**config.mk**
```make
export PLATFORM = sky130hd
export DESIGN_NAME = jtframe_snddac_mc
export DESIGN_NICKNAME = d
export VERILOG_FILES = /design/src/rtl/jtframe_snd_pkg.sv /design/src/rtl/jtframe_snddac_ch.sv /design/src/rtl/jtframe_snddac_mc.sv
export SDC_FILE = /design/constraint.sdc
export NUM_CORES = 1
export LEC_CHECK = 0
export CAP_MARGIN = 10
export CORE_MARGIN = 5
export CORE_UTILIZATION = 55
export DETAILED_ROUTE_END_ITERATION = 12
export PLACE_DENSITY_LB_ADDON = 0.12
export SYNTH_ARGS = -nofsm -noshare
export SYNTH_HDL_FRONTEND = slang
export SYNTH_SLANG_ARGS = --single-unit
```
**constraint.sdc**
```tcl
create_clock -name clk_sys -period 5.53 [get_ports clk_sys]
set_input_delay 1.3825 -clock clk_sys [delete_from_list [all_inputs] [get_ports clk_sys]]
set_output_delay 1.3825 -clock clk_sys [all_outputs]
set_load 0.005 [all_outputs]
```
**src/rtl/jtframe_snd_pkg.sv**
```systemverilog
// Shared definitions for the multichannel sound DAC: fade FSM states and
// gain constants used by the top and every channel slice.
// No ports; imported with `import jtframe_snd_pkg::*;`.
package jtframe_snd_pkg;

  // Gain register width and the value that gives bit-exact unity.
  localparam int GAIN_W = 7;
  localparam logic [GAIN_W-1:0] GAIN_UNITY = 7'd64;
  // Gain is applied as (s*g)>>>GAIN_SHIFT, so GAIN_UNITY == 2**GAIN_SHIFT.
  localparam int GAIN_SHIFT = 6;

  typedef enum logic [1:0] {
    MUTED    = 2'd0,
    FADE_IN  = 2'd1,
    RUN      = 2'd2,
    FADE_OUT = 2'd3
  } snd_state_t;

endpackage

```
**src/rtl/jtframe_snddac_ch.sv**
```systemverilog
// One audio channel: sample latch, gain scaling and a 1-bit modulator.
// Latency: 2 clk_sys from snd_cen to the modulator input (latch, scale).
// No backpressure: snd is taken on every snd_cen, the modulator runs every clock.
// Ports: clk_sys/rst_n (sync, active-low), snd_cen + snd (sample in),
//        gain (shared fade gain, 0..64), dac (1-bit density output).
// Macro JTFRAME_SNDDAC_ORDER2_EN selects a second-order CIFB modulator
// instead of the default first-order accumulator.
module jtframe_snddac_ch
  import jtframe_snd_pkg::*;
#(
  parameter int SNDW       = 16,
  parameter bit SIGNED_SND = 1'b0
) (
  input  logic              clk_sys,
  input  logic              rst_n,
  input  logic              snd_cen,
  input  logic [SNDW-1:0]   snd,
  input  logic [GAIN_W-1:0] gain,
  output logic              dac
);

  localparam logic [SNDW-1:0] MIDSCALE = {1'b1, {(SNDW-1){1'b0}}};

  logic [SNDW-1:0]             latch;
  logic [SNDW-1:0]             scaled;      // offset binary, feeds the modulator
  logic [SNDW-1:0]             scaled_nx;
  logic signed [SNDW-1:0]      s_in;
  logic signed [SNDW+GAIN_W:0] s_ext;
  logic signed [SNDW+GAIN_W:0] g_ext;
  logic signed [SNDW+GAIN_W:0] prod;
  logic [SNDW-1:0]             s_scaled;
  logic [GAIN_W:0]             unused_prod_bits;

  always_comb begin
    s_in = latch;
    if (!SIGNED_SND) s_in[SNDW-1] = ~latch[SNDW-1];
    s_ext = {{(GAIN_W+1){s_in[SNDW-1]}}, s_in};
    g_ext = {{(SNDW+1){1'b0}}, gain};
    prod  = s_ext * g_ext;
    // Taking the slice above GAIN_SHIFT is the arithmetic shift; |s*g/64| <= |s|
    // so the result always fits back into SNDW bits.
    s_scaled  = prod[SNDW-1+GAIN_SHIFT:GAIN_SHIFT];
    scaled_nx = {~s_scaled[SNDW-1], s_scaled[SNDW-2:0]};
  end

  assign unused_prod_bits = {prod[SNDW+GAIN_W:SNDW+GAIN_SHIFT], prod[GAIN_SHIFT-1:0]};

  // Scale register resets to midscale, i.e. the scaled value of a zero latch at g=0.
  always_ff @(posedge clk_sys) begin
    if (!rst_n) begin
      latch  <= '0;
      scaled <= MIDSCALE;
    end else begin
      if (snd_cen) latch <= snd;
      scaled <= scaled_nx;
    end
  end

`ifdef JTFRAME_SNDDAC_ORDER2_EN
  localparam int IW = SNDW + 4;
  localparam logic signed [IW-1:0] FB_POS = {4'b0, 1'b1, {(SNDW-1){1'b0}}};
  localparam logic signed [IW-1:0] FB_NEG = -FB_POS;

  logic signed [IW-1:0] int1;
  logic signed [IW-1:0] int2;
  logic signed [IW-1:0] int1_nx;
  logic signed [IW-1:0] int2_nx;
  logic signed [IW-1:0] v_ext;
  logic signed [IW-1:0] fb;
  logic                 dac_q;

  always_comb begin
    // Back to two's complement for the bipolar loop.
    v_ext   = {{4{~scaled[SNDW-1]}}, ~scaled[SNDW-1], scaled[SNDW-2:0]};
    fb      = dac_q ? FB_POS : FB_NEG;
    int1_nx = int1 + v_ext - fb;
    int2_nx = int2 + int1_nx - fb;
  end

  // dac_q mirrors NOT MSB of integrator 2 but is forced low in reset.
  always_ff @(posedge clk_sys) begin
    if (!rst_n) begin
      int1  <= '0;
      int2  <= '0;
      dac_q <= 1'b0;
    end else begin
      int1  <= int1_nx;
      int2  <= int2_nx;
      dac_q <= ~int2_nx[IW-1];
    end
  end

  assign dac = dac_q;
`else
  logic [SNDW:0] acc;

  // Carry out of the SNDW-bit sum is the output bit; it is dropped on the next add.
  always_ff @(posedge clk_sys) begin
    if (!rst_n) acc <= '0;
    else        acc <= {1'b0, acc[SNDW-1:0]} + {1'b0, scaled};
  end

  assign dac = acc[SNDW];
`endif

endmodule

```
**src/rtl/jtframe_snddac_mc.sv**
```systemverilog
// Multichannel 1-bit sound DAC with soft mute: shared fade FSM and gain,
// one jtframe_snddac_ch per channel.
// Latency: 2 clk_sys from snd_cen to the modulators; no backpressure.
// Ports: clk_sys, rst_n (sync, active-low), snd_cen/snd (CHANNELS*SNDW),
//        mute (level), dac (per channel), muted, fade_busy.
// Macro JTFRAME_SNDDAC_ORDER2_EN switches every channel to a second-order modulator.
module jtframe_snddac_mc
  import jtframe_snd_pkg::*;
#(
  parameter int CHANNELS   = 2,
  parameter int SNDW       = 16,
  parameter bit SIGNED_SND = 1'b0,
  parameter int FADEW      = 8
) (
  input  logic                     clk_sys,
  input  logic                     rst_n,
  input  logic                     snd_cen,
  input  logic [CHANNELS*SNDW-1:0] snd,
  input  logic                     mute,
  output logic [CHANNELS-1:0]      dac,
  output logic                     muted,
  output logic                     fade_busy
);

  localparam logic [FADEW-1:0] PRESC_MAX = '1;

  snd_state_t        state, state_nx;
  logic [GAIN_W-1:0] g, g_nx;
  logic [FADEW-1:0]  presc, presc_nx;
  logic              wrap;

  assign wrap = (presc == PRESC_MAX);

  always_ff @(posedge clk_sys) begin
    if (!rst_n) begin
      state <= MUTED;
      g     <= '0;
      presc <= '0;
    end else begin
      state <= state_nx;
      g     <= g_nx;
      presc <= presc_nx;
    end
  end

  // presc_nx defaults to 0, which both holds it outside fades and clears it
  // on every transition (a wrap-triggered transition lands on 0 anyway).
  always_comb begin
    state_nx = state;
    g_nx     = g;
    presc_nx = '0;
    case (state)
      MUTED: begin
        if (!mute) state_nx = FADE_IN;
      end
      RUN: begin
        if (mute) state_nx = FADE_OUT;
      end
      FADE_IN: begin
        if (mute) begin
          state_nx = FADE_OUT;
        end else if (g == GAIN_UNITY) begin
          state_nx = RUN;
        end else begin
          presc_nx = presc + 1'b1;
          if (wrap) begin
            g_nx = g + 1'b1;
            if (g == GAIN_UNITY - 1'b1) state_nx = RUN;
          end
        end
      end
      FADE_OUT: begin
        if (!mute) begin
          state_nx = FADE_IN;
        end else if (g == '0) begin
          state_nx = MUTED;
        end else begin
          presc_nx = presc + 1'b1;
          if (wrap) begin
            g_nx = g - 1'b1;
            if (g == 7'd1) state_nx = MUTED;
          end
        end
      end
      default: begin
        state_nx = MUTED;
        g_nx     = '0;
      end
    endcase
  end

  always_comb begin
    muted     = (state == MUTED);
    fade_busy = (state == FADE_IN) || (state == FADE_OUT);
  end

  for (genvar k = 0; k < CHANNELS; k++) begin : g_ch
    jtframe_snddac_ch #(
      .SNDW      (SNDW),
      .SIGNED_SND(SIGNED_SND)
    ) u_ch (
      .clk_sys(clk_sys),
      .rst_n  (rst_n),
      .snd_cen(snd_cen),
      .snd    (snd[k*SNDW +: SNDW]),
      .gain   (g),
      .dac    (dac[k])
    );
  end

endmodule

```
Word level (Yosys, flattened, before mapping)
Cells that the tools add are included.
Widths: inputs -> output; s select.
- mux-type cells: 23
- reduce and logical (&&, ||, !) cells: 6
- div/mod/pow operators: 0
- shifts and indexed selects: 0
- add/subtract/negate cells: 5
- order comparisons: 0
- bitwise operators: 4
- multiply operators: 2
- equality and inequality tests: 19
- operator list (cell ; count):
    $mul 16x8->22 ; 2
    $mux 7 ; 6
    $add 16x16->17 ; 2
    $mux 8 ; 4
    $mux 2 ; 10
    $ne 2x2->1 const B ; 8
    $ne 4x4->1 const B ; 4
    $pmux 8 s2 ; 1
    $pmux 7 s2 ; 1
    $add 8x1->8 const B ; 1
    $eq 8x8->1 const B ; 1
    $pmux 2 s4 ; 1
    $add 7x1->7 const B ; 1
    $eq 7x1->1 const B ; 1
    $eq 7x6->1 const B ; 1
    $eq 7x7->1 const B ; 1
    $logic_not 7->1 ; 1
    $reduce_and 7->1 ; 1
    $sub 7x1->7 const B ; 1
    $reduce_and 6->1 ; 1
    $eq 2x2->1 const B ; 2
    $not 1->1 ; 4
    $eq 2x1->1 const B ; 1
    $logic_not 2->1 ; 1
    other kinds (2) ; 2
- latch bits: 0
- output and inout bits: 4
- memories: 0
- flip-flop bits (word level): 115
- RAM bits: 0
- memory bits (read-only): 0

Logic depth before layout (Yosys ltp)
- word-level depth: 6
- gate-level depth with buffers: 19

By module
From an unflattened synthesis, not the netlist that was laid out.
- cell total of the unflattened synthesis: 1389
- area, all modules: 12577.1 um2
- modules (own cells, without submodules) (module ; area each (um2) ; cells each ; times used):
    jtframe_snddac_ch (g_ch[0].u_ch) ; 5774.3 ; 637 ; 1
    jtframe_snddac_ch (g_ch[1].u_ch) ; 5728.0 ; 627 ; 1
    jtframe_snddac_mc ; 1074.8 ; 125 ; 1

Worst setup path after synthesis
No wires, ideal clock.
- path type: register to register
- from: register g[3]
- to: register g_ch[1].u_ch.scaled[15]
- setup slack: 705 ps
- arrival time: 4753 ps
- period minus slack after synthesis: 4825 ps
- cell stages (with the launch flop): 18
- cells stage by stage: dfxtp_1 clkbuf_1 clkbuf_1 and2_1 fa_1 fa_1 fa_1 inv_1 fa_1 inv_1 ha_1 and2_4 a221o_1 o31ai_4 and3_4 o31ai_4 o31ai_4 mux2i_1
- cells in the longest elaborated chain, start to end: 2
- ends and longest elaborated chain (what ; line ; text):
    start, declared ; jtframe_snddac_mc.sv:28 ; logic [GAIN_W-1:0] g, g_nx;
    start signal, assigned ; jtframe_snddac_mc.sv:41 ; g <= g_nx;
    $mul 16x8->22 ; jtframe_snddac_ch.sv:39 ; prod = s_ext * g_ext;
    $not 1->1 ; jtframe_snddac_ch.sv:43 ; scaled_nx = {~s_scaled[SNDW-1], s_scaled[SNDW-2:0]};
    end signal, assigned ; jtframe_snddac_ch.sv:55 ; scaled <= scaled_nx;
    end, declared ; jtframe_snddac_ch.sv:25 ; logic [SNDW-1:0] scaled;
No other way between the ends.
A chain may end at the register's enable or synchronous reset.

Final worst setup path
- from: register g[4]
- to: register g_ch[0].u_ch.scaled[13]
- cells in the longest elaborated chain, start to end: 1
- ends and longest elaborated chain (what ; line):
    $mul 16x8->22 ; jtframe_snddac_ch.sv:39
    end signal, assigned ; jtframe_snddac_ch.sv:55
    end, declared ; jtframe_snddac_ch.sv:25
No other way between the ends.

==> out/results.md <==
• **static power due to leakage** 6.914 nW
• **instance area after placement** 13250 um^2
• **Inserted Diodes** 0
• **number of top-level design ports** 40
• **via count of the first global-routing pass** 9359
• **Slowest cell on crit path** dfxtp_1
• **highest routing layer actually used** met4
• **buffer count from post-CTS setup fixing** 0
• **number of fill cells** 2001
• **initial core utilization** 0.5560
• **Switching Power** 0.0005562 W
• **wire length of the first global-routing pass** 45820 um
• **Rows** 55
• **largest net degree at the start of global routing** 65
• **Largest delay share family, worst path** adder cells
• **total number of vias** 8932
• **final setup violation count** 0
• **final routed wirelength across all metal layers** 26300 um
• **internal power** 0.001753 W
• **Yosys reg bits** 115
• **Die Span X** 161.1 um
• **maximum cell stage delay along the critical path** 0.59 ns
• **power per cell area** 166.1 nW/um^2
• **number of warnings printed during yosys synthesis** 0
• **worst path buffer plus inverter count** 4
• **Startpoint Class** register
• **TritonCTS clock tree** done
• **share of the yosys chip area belonging to registers** 0.1834
• **cts bufs inserted** 17
• **post-synthesis instance total** 1392
• **power share of the clock group** 0.541
• **gpl congestion** 0.8306
• **final antenna-violating net count** 0
• **number of distinct library cells after synthesis** 66
• **post-cts hold buffer count** 0
• **post-detailed-route wirelength per cell** 15.30 um
• **Min-Delay Endpoint** presc[0]
• **DIE AREA** 25940 um^2
• **cell-by-cell trace of the critical path** buf_4 -> nand2_1 -> fa_1 -> fa_1 -> inv_1 -> fa_1 -> inv_1 -> fa_1 -> inv_1 -> ha_1 -> a21oi_1 -> o21ai_1 -> a31oi_1 -> nor2_1 -> a21oi_1 -> o21ai_1 -> mux2i_1
• **worst r2r path cells** 17
• **Metal-1 WL** 13750 um
• **fraction of power consumed by combinational cells** 0.073
• **drt initial violations** 445
• **transition at the pin with the smallest max-transition slack** 1.023 ns
• **clock transition time at the flip-flop clock pins of the worst setup and hold paths** 0.06 ns
• **maximum clock rate** 200.9 MHz
• **Total Negative Setup Slacks** 0 ns
• **detailed placement HPWL** 20650 um
• **R2R Path Start** g[4]
• **total routing usage reported by global routing** 0.2158
• **Post-Layout Inst Area** 13900 um^2
• **1st-pass router iterations** 4
• **setup repair after global routing missed its margin** false
• **Critical Path Start** g[4]
• **clock skew after layout** 0.01374 ns
• **Top FF cell, synth** dfxtp_1
• **Critical Path AT** 5.28 ns
• **Post-CTS Resized** 0
• **count of buffers inserted at the top-level ports** 39
• **Detail Route met2 WL** 11320 um
• **share of cells above drive strength 1** 0.04951
• **Post-synth EDFFs** 0
• **Congestion Overflow GR** 0
• **total clock sinks** 115
• **die extent in y** 161.1 um
• **share of the synthesized area in the top cell type** 0.2584
• **Synth Area per Inst** 9.016 um^2
• **setup slack of the worst register-to-register path** 0.55 ns
• **core region area** 22570 um^2
• **number of antenna violations at the first check in global routing** 0
• **type of destination of the critical path** register
• **Met3 Wirelength** 893 um
• **Commonest cells post-synth** inv_1 (232), and2_1 (167), fa_1 (162)
• **Synth area leader** fa_1
• **final-report hold violation count** 0
• **buffer cell driving the clock tree root** clkbuf_16
• **critical path class** reg -> reg
• **vias per std cell** 5.196
• **layout overhead on the synthesized area** 10.73%
• **Synthesized Nets** 1712
• **Hold Crit Depth** 1
• **worst flop-to-flop path endpoint** g_ch[0].u_ch.scaled[13]
• **Critical Path RT** 5.83 ns
• **type of the tightest min-delay check** reg -> reg
• **Final Cycle Share** 0.9002
• **leading cell type by number of instances after synthesis** inv_1
• **switching power share of the total** 0.2409
• **final critical delay including setup and external delays** 4.978 ns
• **remaining design rule violation count** 0
• **total count of max-transition violations in the final report** 0
• **CTS H-Tree Depth** 4
• **Slew HR** 0.3182
• **outcome** finished clean
• **Max Cap Violations** 0
• **maximum fanout count along the critical path** 24
• **most used cell, CP** fa_1
• **Cell Area, Synth** 12550 um^2
• **worst skew pair latency** 0.43 ns
• **net count of the finished layout** 1741
• **sequential group share of total power** 0.386
• **worst vdd ir** 0.1441 mV
• **hold wc startpoint** presc[0]
• **proportion of register bits with asynchronous set or reset after synthesis** 0
• **top area cells in the synthesized netlist** fa_1 (26%), dfxtp_1 (18%), ha_1 (12%)
• **Clock Tree Buf Depth** 2
## worst max path at each step
stage,end,slack (ns),cells past startpoint
6_report,g_ch[0].u_ch.scaled[13],0.55,17
5_1_grt,g_ch[0].u_ch.scaled[12],0.25,17
4_1_cts,g_ch[0].u_ch.scaled[13],0.59,17
3_5_place_dp,g_ch[0].u_ch.scaled[13],0.60,17
3_3_place_gp,g_ch[0].u_ch.scaled[12],0.68,17
2_1_floorplan,g_ch[1].u_ch.scaled[15],0.70,17
## routing by layer
metal / global-route usage / up-vias
met2: 0.3298 / 132
met5: 0 / -
met1: 0.3269 / 4340
met4: 0.05079 / 0
met3: 0.02934 / 23
li1: - / 4437
## metrics by stage
step	total power (W)	setup WS, ns	hold slack, ns	instances	utilization
floorplan	0.0009933	0.7049	0.4297	1392	-
global placement	0.001072	0.6790	0.4431	1687	0.5869
detailed placement	0.001076	0.6048	0.4526	1687	0.5869
CTS	0.002325	0.5895	0.4655	1719	0.6157
global route	0.002392	0.2489	0.5043	1719	0.6157
finish	0.002309	0.5517	0.4588	1719	0.6157
## power by group through the flow
stage | combinational [W] | sequential, W | clock (W)
finish | 0.000169 | 0.000891 | 0.00125
global placement | 0.000164 | 0.000908 | 0
CTS | 0.000168 | 0.000890 | 0.00127
floorplan | 0.000102 | 0.000891 | 0
detailed placement | 0.000168 | 0.000908 | 0
global route | 0.000187 | 0.000894 | 0.00131
## logic make-up (layout without fill, tap and decap cells)
logic type,Yosys count,after routing,share of synthesized area
compound gates,137,137,0.07716
flops,115,115,0.1834
buf+inv,278,320,0.08394
xor+xnor,64,64,0.04466
mux,41,41,0.03280
fa+ha+maj,284,284,0.3800
simple gates,473,473,0.1980
## cell type report
type / count / area [um^2] / share of cell area
Clock buffer: 20 / 446.7 / 0.03214
Clock inverter: 12 / 203.9 / 0.01468
Inverter: 233 / 874.6 / 0.06293
Multi-Input combinational cell: 999 / 9195 / 0.6617
Sequential cell: 115 / 2302 / 0.1657
Tap cell: 285 / 356.6 / 0.02566
Timing Repair Buffer: 55 / 518.0 / 0.03727
## cell usage in the layout (no fill, tap or decap), types with 38 or more instances in the layout
cell,n
a21oi_1,40
and2_1,167
clkdlybuf4s50_1,38
dfxtp_1,115
fa_1,162
ha_1,122
inv_1,232
mux2i_1,40
nand2_1,81
nor2_1,121
## flip-flops by register name, summed over array words and instances (netlist names)
signal and count:
state 2, presc 8, g_ch.u_ch.scaled 32, g_ch.u_ch.latch 32, g 7, g_ch.u_ch.acc 34
## worst reg2reg max path: stages, from the launching register on
cell,delay [ns]
dfxtp_1,0.59
buf_4,0.36
nand2_1,0.11
fa_1,0.48
fa_1,0.55
inv_1,0.05
fa_1,0.47
inv_1,0.05
fa_1,0.47
inv_1,0.04
ha_1,0.34
a21oi_1,0.22
o21ai_1,0.13
a31oi_1,0.35
nor2_1,0.10
a21oi_1,0.31
o21ai_1,0.12
mux2i_1,0.12
Note: power is estimated with default switching activity, not from simulation.
